<file path="src/rtl/interval_capture_counter.sv">
// Measures the number of clk cycles between a rising edge on start and a
// rising edge on stop, with a saturating counter and sticky overflow flag.
module interval_capture_counter #(
    parameter int unsigned bits = 9
) (
    input  logic            clk,
    input  logic            rst_n,
    input  logic            start,
    input  logic            stop,
    input  logic            clear,
    output logic [bits-1:0] result,
    output logic            valid,
    output logic            overflow,
    output logic            busy
);

    localparam logic [bits-1:0] cnt_max = '1;

    typedef enum logic [1:0] {
        IDLE = 2'd0,
        RUN  = 2'd1,
        DONE = 2'd2
    } state_t;

    state_t          state;
    state_t          state_d;
    logic            start_q;
    logic            stop_q;
    logic            start_armed;
    logic            start_e;
    logic            stop_e;
    logic [bits-1:0] counter;
    logic [bits-1:0] counter_d;
    logic [bits-1:0] result_d;
    logic            valid_d;
    logic            overflow_d;

    // A start held high through reset release must be seen low before it counts.
    assign start_e = start & ~start_q & start_armed;
    assign stop_e  = stop & ~stop_q;

    // Edge-detect registers run every cycle, clear or not.
    always_ff @(posedge clk or negedge rst_n) begin
        if (!rst_n) begin
            start_q     <= 1'b0;
            stop_q      <= 1'b0;
            start_armed <= 1'b0;
        end else begin
            start_q     <= start;
            stop_q      <= stop;
            start_armed <= start_armed | ~start;
        end
    end

    // State register.
    always_ff @(posedge clk or negedge rst_n) begin
        if (!rst_n) begin
            state <= IDLE;
        end else begin
            state <= state_d;
        end
    end

    // Next-state logic.
    always_comb begin
        state_d = state;
        if (clear) begin
            state_d = IDLE;
        end else begin
            unique case (state)
                IDLE, DONE: if (start_e) state_d = RUN;
                RUN:        if (stop_e)  state_d = DONE;
                default:    state_d = IDLE;
            endcase
        end
    end

    // Datapath next values; result is the elapsed count including the stop edge.
    always_comb begin
        counter_d  = counter;
        result_d   = result;
        valid_d    = valid;
        overflow_d = overflow;
        if (clear) begin
            counter_d  = '0;
            result_d   = '0;
            valid_d    = 1'b0;
            overflow_d = 1'b0;
        end else begin
            unique case (state)
                IDLE, DONE: begin
                    if (start_e) begin
                        counter_d  = '0;
                        valid_d    = 1'b0;
                        overflow_d = 1'b0;
                    end
                end
                RUN: begin
                    if (counter != cnt_max) begin
                        counter_d = counter + bits'(1);
                        if (counter == cnt_max - bits'(1)) begin
                            overflow_d = 1'b1;
                        end
                    end
                    if (stop_e) begin
                        result_d = (counter == cnt_max) ? cnt_max : counter + bits'(1);
                        valid_d  = 1'b1;
                    end
                end
                default: begin
                    counter_d = '0;
                end
            endcase
        end
    end

    // Registered datapath and outputs.
    always_ff @(posedge clk or negedge rst_n) begin
        if (!rst_n) begin
            counter  <= '0;
            result   <= '0;
            valid    <= 1'b0;
            overflow <= 1'b0;
            busy     <= 1'b0;
        end else begin
            counter  <= counter_d;
            result   <= result_d;
            valid    <= valid_d;
            overflow <= overflow_d;
            busy     <= (state_d == RUN);
        end
    end

endmodule
</file>
<file path="config.mk">
export PLATFORM = sky130hd
export DESIGN_NAME = interval_capture_counter
export DESIGN_NICKNAME = d
export VERILOG_FILES = /design/src/rtl/interval_capture_counter.sv
export SDC_FILE = /design/constraint.sdc
export NUM_CORES = 1
export LEC_CHECK = 0
export CAP_MARGIN = 0
export CORE_UTILIZATION = 60
export DETAILED_ROUTE_END_ITERATION = 10
export DONT_BUFFER_PORTS = 1
export HOLD_SLACK_MARGIN = 0.06
export PLACE_DENSITY_LB_ADDON = 0.15
export SLEW_MARGIN = 15
export SYNTH_ARGS = -nofsm -noshare
export SYNTH_HDL_FRONTEND = slang
export SYNTH_SLANG_ARGS = --single-unit
</file>
<file path="constraint.sdc">
create_clock -name clk -period 2.7 [get_ports clk]
set_input_delay 0.27 -clock clk [delete_from_list [all_inputs] [get_ports clk]]
set_output_delay 0.27 -clock clk [all_outputs]
set_load 0.01 [all_outputs]
</file>
======== Yosys cells after proc, flatten, opt, wreduce, memory -nomap -nowiden ========
Index checks and enable logic that the tools add are counted.
word-level totals
  input bits .............................. 5
  register bits ........................... 26
  word-level logic and storage cells ...... 56
  output and inout port bits .............. 12
operators by class
  add/subtract/negate cells ............... 1
  eq/ne operators ......................... 10
  bitwise logic cells ..................... 7
  reduce and logical (&&, ||, !) cells .... 9
  multiplexer cells ....................... 20
operators by type and width
  cell                 number
  $mux 9               7
  $eq 9x9->1 const B   2
  $pmux 9 s2           1
  $ne 3x3->1 const B   4
  $add 9x1->9 const B  1
  $ne 9x9->1 const B   1
  $mux 1               6
  $mux 2               3
  $eq 2x1->1 const B   2
  $pmux 1 s2           2
  $pmux 2 s2           1
  $reduce_and 2->1     2
  $reduce_and 4->1     1
  $reduce_bool 2->1    2
  $and 1x1->1          3
  $not 1->1            3
  $reduce_and 3->1     1
  $reduce_bool 3->1    1
  $eq 2x2->1 const B   1
  $logic_not 2->1      1
  $reduce_or 2->1      1
  $or 1x1->1           1

======== Longest topological paths before layout ========
  depth in word-level cells ............... 7
  depth in mapped cells ................... 8
  depth with buffers taken out ............ 8

======== Worst setup path after synthesis ========
OpenSTA, ideal clock, no wires.
  kind .................................... register to register
  from .................................... register counter[0]
  to ...................................... register counter[7]
  buffers on the path ..................... 0
  slack ................................... 0.456 ns
  setup time .............................. 0.082 ns
  period minus slack after synthesis ...... 2.244 ns
  data arrival time ....................... 2.162 ns
  stages on the path, launching flop included .. 8
  required time ........................... 2.618 ns
  cell sequence ........................... dfrtp_1 -> ha_1 -> nand3_1 -> nor2_1 -> ha_1 -> or4b_4 -> or4_4 -> o211ai_2
on the way
  word-level cells in the longest chain between the ends .. 4
  elaborated cells on any way between the ends .. 7
  those cells by class .................... 1 x add/sub; 2 x eq/ne; 3 x mux; 1 x reduce/logical
RTL lines
  item                    line  RTL
  from (decl)             32    logic [bits-1:0] counter;
  from (signal assigned)  126   counter <= counter_d;
  $add 9x1->9             100   counter_d = counter + bits'(1);
  $mux 9                  99    if (counter != cnt_max) begin
  $pmux 9 s2              90    unique case (state)
  $mux 9                  84    if (clear) begin
Parallel ways exist; a longest one is shown, timed or not. The select of a mux whose other input is x is not followed.
A chain may end at the register's enable or synchronous reset.

======== Final worst setup path ========
  from .................................... register counter[1]
  to ...................................... register counter[7]
Same word-level chain as after synthesis.

==> summary.md <==
| Metric | Value |
|---|---|
| CP peak stage delay | 0.52 ns |
| Main synth FF type | dfrtp_1 |
| Synthesized area | 1329 um2 |
| Hold Crit Class | in -> reg |
| WP data required | slightly below 3 ns |
| Worst Tran Pin Value | 0.6104 ns |
| DP HPWL | 1807 um |
| Int Pwr | 0.5004 mW |
| Worst-path clk slew | 0.14 ns |
| Rel. slew slack | about three fifths |
| Synth area leader | dfrtp_1 |
| CP startpoint kind | flip-flop |
| 1st-iter DRT viols | 27 |
| Hold EP | result[5] |
| RSZ-0062 raised after global routing | no |
| Skew-Pair Late Insertion Delay | 0.32 ns |
| Critical path's slowest cell | or4b_4 |
| Setup_tns | 0 ns |
| Top cell by count, worst path | ha_1 |
| Via density | around 6.3 |
| Async set or reset register ratio after synthesis | 100.0% |
| Core footprint | 2022 um2 |
| Syn avg cell area | 10.22 um2 |
| CTS sink count | 26 |
| F_max | about 410 MHz |
| GR Overflow Total | 0 |
| Clk buf depth | 2 |
| Post-synth top area share | 48.96% |
| Die X | 49.06 um |
| Critical path type | reg -> reg |
| Post-synth EDFFs | 0 |
| Util after Layout | 70.98% |
| Area contributors post-synth | dfrtp_1, o211ai_1, a21oi_1 |
| Psw | 0.1482 mW |
| Worst Path Arrival | 2.67 ns |
| Maximum fanout along the worst path | 6 |
| Netlist cell types | 37 |
| Diode count | 0 |
| Die H | 49.06 um |
| Switching Fraction | 22.85% |
| Die ar. | 2407 um2 |
| Detailed-route via count | 1,008 |
| Power Total | between 0.6 and 0.7 mW |
| DR pass1 iterations | 4 |
| Port buffer count | 0 |
| CP endpoint kind | flip-flop |
| Tcrit/Tclk final | 89.41% |
| Leakage power | 0.5864 nW |
| Total Nets Final | 144 |
| Max_cap viols | 0 |
| Status | finished clean |
| Final-report max-slew violation count | 0 |
| Total wire length | approximately 2600 um |
| Syn_nets | 139 |
| Post-synthesis cell count | 130 |
| Residual DRC | 0 |
| First-pass GRT wire length | around 4700 um |
| Fillers | 150 |
| Peak VDD IR | 395.8 uV |
| Power density over the cells | 451.9 nW/um2 |
| Worst path cell trace | ha_1 -> nand3_1 -> nor2_1 -> ha_1 -> or4b_4 -> or4_4 -> o211ai_2 |
| CTS Root Cell | clkbuf_4 |
| Global Route Usage Sum | 25.60% |
| Synth Register Bits | 26 |
| Clock Power Share | between 20 and 30% |
| Logic pwr share | 7.6% |
| Post-Place Cells | about 150 |
| Vias in the first global route | 1,023 |
| Area grow syn2layout | 8.004% |
| Dpl ws | 0.3248 ns |
| Antenna-violating nets left | 0 |
| CTS tree | built |
| Row Count | 16 |
| # H-tree levels | 1 |
| Post-layout min period | 2.414 ns |
| R2R Setup Slk | between 0.2 and 0.3 ns |
| CTS Buf Count | 3 |
| Num ports | 17 |
| Crit path buffers/inverters | 0 |
| Finished Layout Cells | 161 |
| CP delay by family, top | simple AND/OR/NAND/NOR gates |
| Setup Viol. Count Final | 0 |
| Placer Congestion | roughly 0.86 |
| Most frequent cell after synthesis | dfrtp_1 |
| Final Hold Viols | 0 |
| Post-DR wirelength/cell | 16.39 um |
| Reg2Reg Depth | 7 |
| Hold Crit Start | clear |
| Initial antenna violation count | 0 |
| Launch point of the worst reg-to-reg path | counter[1] |
| Reg-to-Reg End | counter[7] |
| Warnings from Yosys | 0 |
| Post-synthesis sequential area ratio | 48.96% |
| Share of cells above drive strength 1 | 11.19% |
| WHS Path Cells | 3 |
| Largest net degree at the start of global routing | 27 |
| Starting density of the core | 65.72% |
| Worst Skew | 0.01119 ns |
| Seq pwr share | 62.9% |
| Setup ws final | 0.2859 ns |
| Synth top cells by count | dfrtp_1, a21oi_1, inv_1, o21ai_0, o211ai_1 |
[per-stage QoR]
step                instance area (um2)  hold slack, ns
floorplan                          1329        -0.02559
global placement                   1339        -0.02509
detailed placement                 1339        -0.02501
CTS                                1435          0.2081
global route                       1435          0.2157
finish                             1435          0.2210
[worst reg2reg max path, stage by stage, from the launching register on]
cell and delay [ns]:
dfrtp_1 0.47, ha_1 0.27, nand3_1 0.19, nor2_1 0.09, ha_1 0.24, or4b_4 0.52
or4_4 0.49, o211ai_2 0.07
[layer usage]
metal	vias to the layer above	GRT usage, %	share of wire (%)
li1	489	-	-
met1	480	33.95	46
met2	34	41.78	48
met3	5	4.984	4.5
met4	0	8.824	1.5
met5	-	0	0
[cell type report]
cell class	count	area (um2)	share of cell area, %
flip-flops and latches	26	650.6	45.34
multi-input cells	87	605.6	42.20
repair buffers	6	67.56	4.708
inverters	11	41.29	2.877
clock buffers	4	36.28	2.528
well taps	27	33.78	2.354
[cell usage in the layout, fill, tap and decap left out, drive strengths merged]
cell type and instances:
dlygate4sd3 4, buf 2, o21a 3, xnor2 2, a311oi 2, or4b 3, or3 4, o211ai 9
and4bb 1, nand2b 1, nand4 3, ha 4, o21ai 11, nand3b 1, clkbuf 4, inv 11
mux2i 1, or4 3, nand2 3, nand3 3, a31oi 7, a21oi 11, and2 2, nor4b 1
xor2 1, nor2 5, and3 1, dfrtp 26, and2b 2, a41oi 1, nand4bb 1, nor3 1
[how the worst max path moves through the flow]
stage               startpoint         end  slack (ns)  cells after the start
finish              counter[1]  counter[7]        0.29                      7
global route        counter[0]  counter[7]        0.18                      7
CTS                 counter[1]  counter[7]        0.29                      7
detailed placement  counter[0]  counter[7]        0.32                      7
global placement    counter[0]  counter[7]        0.39                      7
floorplan           counter[0]  counter[7]        0.46                      7
[what timing repair did]
action                                  4_1_cts  5_1_grt
endpoints found under the setup margin        0        0
setup buffers                                 0        0
endpoints found under the hold margin        38        0
gates resized for setup                       0        0
hold buffers                                  5        0
[power groups by stage]
| stage | logic [mW] | clock network [mW] | registers, mW |
|---|---|---|---|
| after floorplan | 0.0280 | 0 | 0.413 |
| after global placement | 0.0308 | 0 | 0.415 |
| after detailed placement | 0.0317 | 0 | 0.416 |
| after CTS | 0.0497 | 0.196 | 0.408 |
| after global routing | 0.0559 | 0.214 | 0.410 |
| final | 0.0492 | 0.191 | 0.408 |
[sequential cells by signal, indices dropped and copies added, names as in the netlist]
name         flops
stop_q           1
counter          9
busy             1
start_armed      1
state            2
overflow         1
start_q          1
valid            1
result           9
[kinds of logic after synthesis]
family	synth area share [%]
buf+inv	5.461
xor+xnor	1.978
mux	0.7533
fa+ha+maj	3.767
flops	48.96
simple gates	18.36
compound gates	20.72
(Power assumes the default switching activity.)
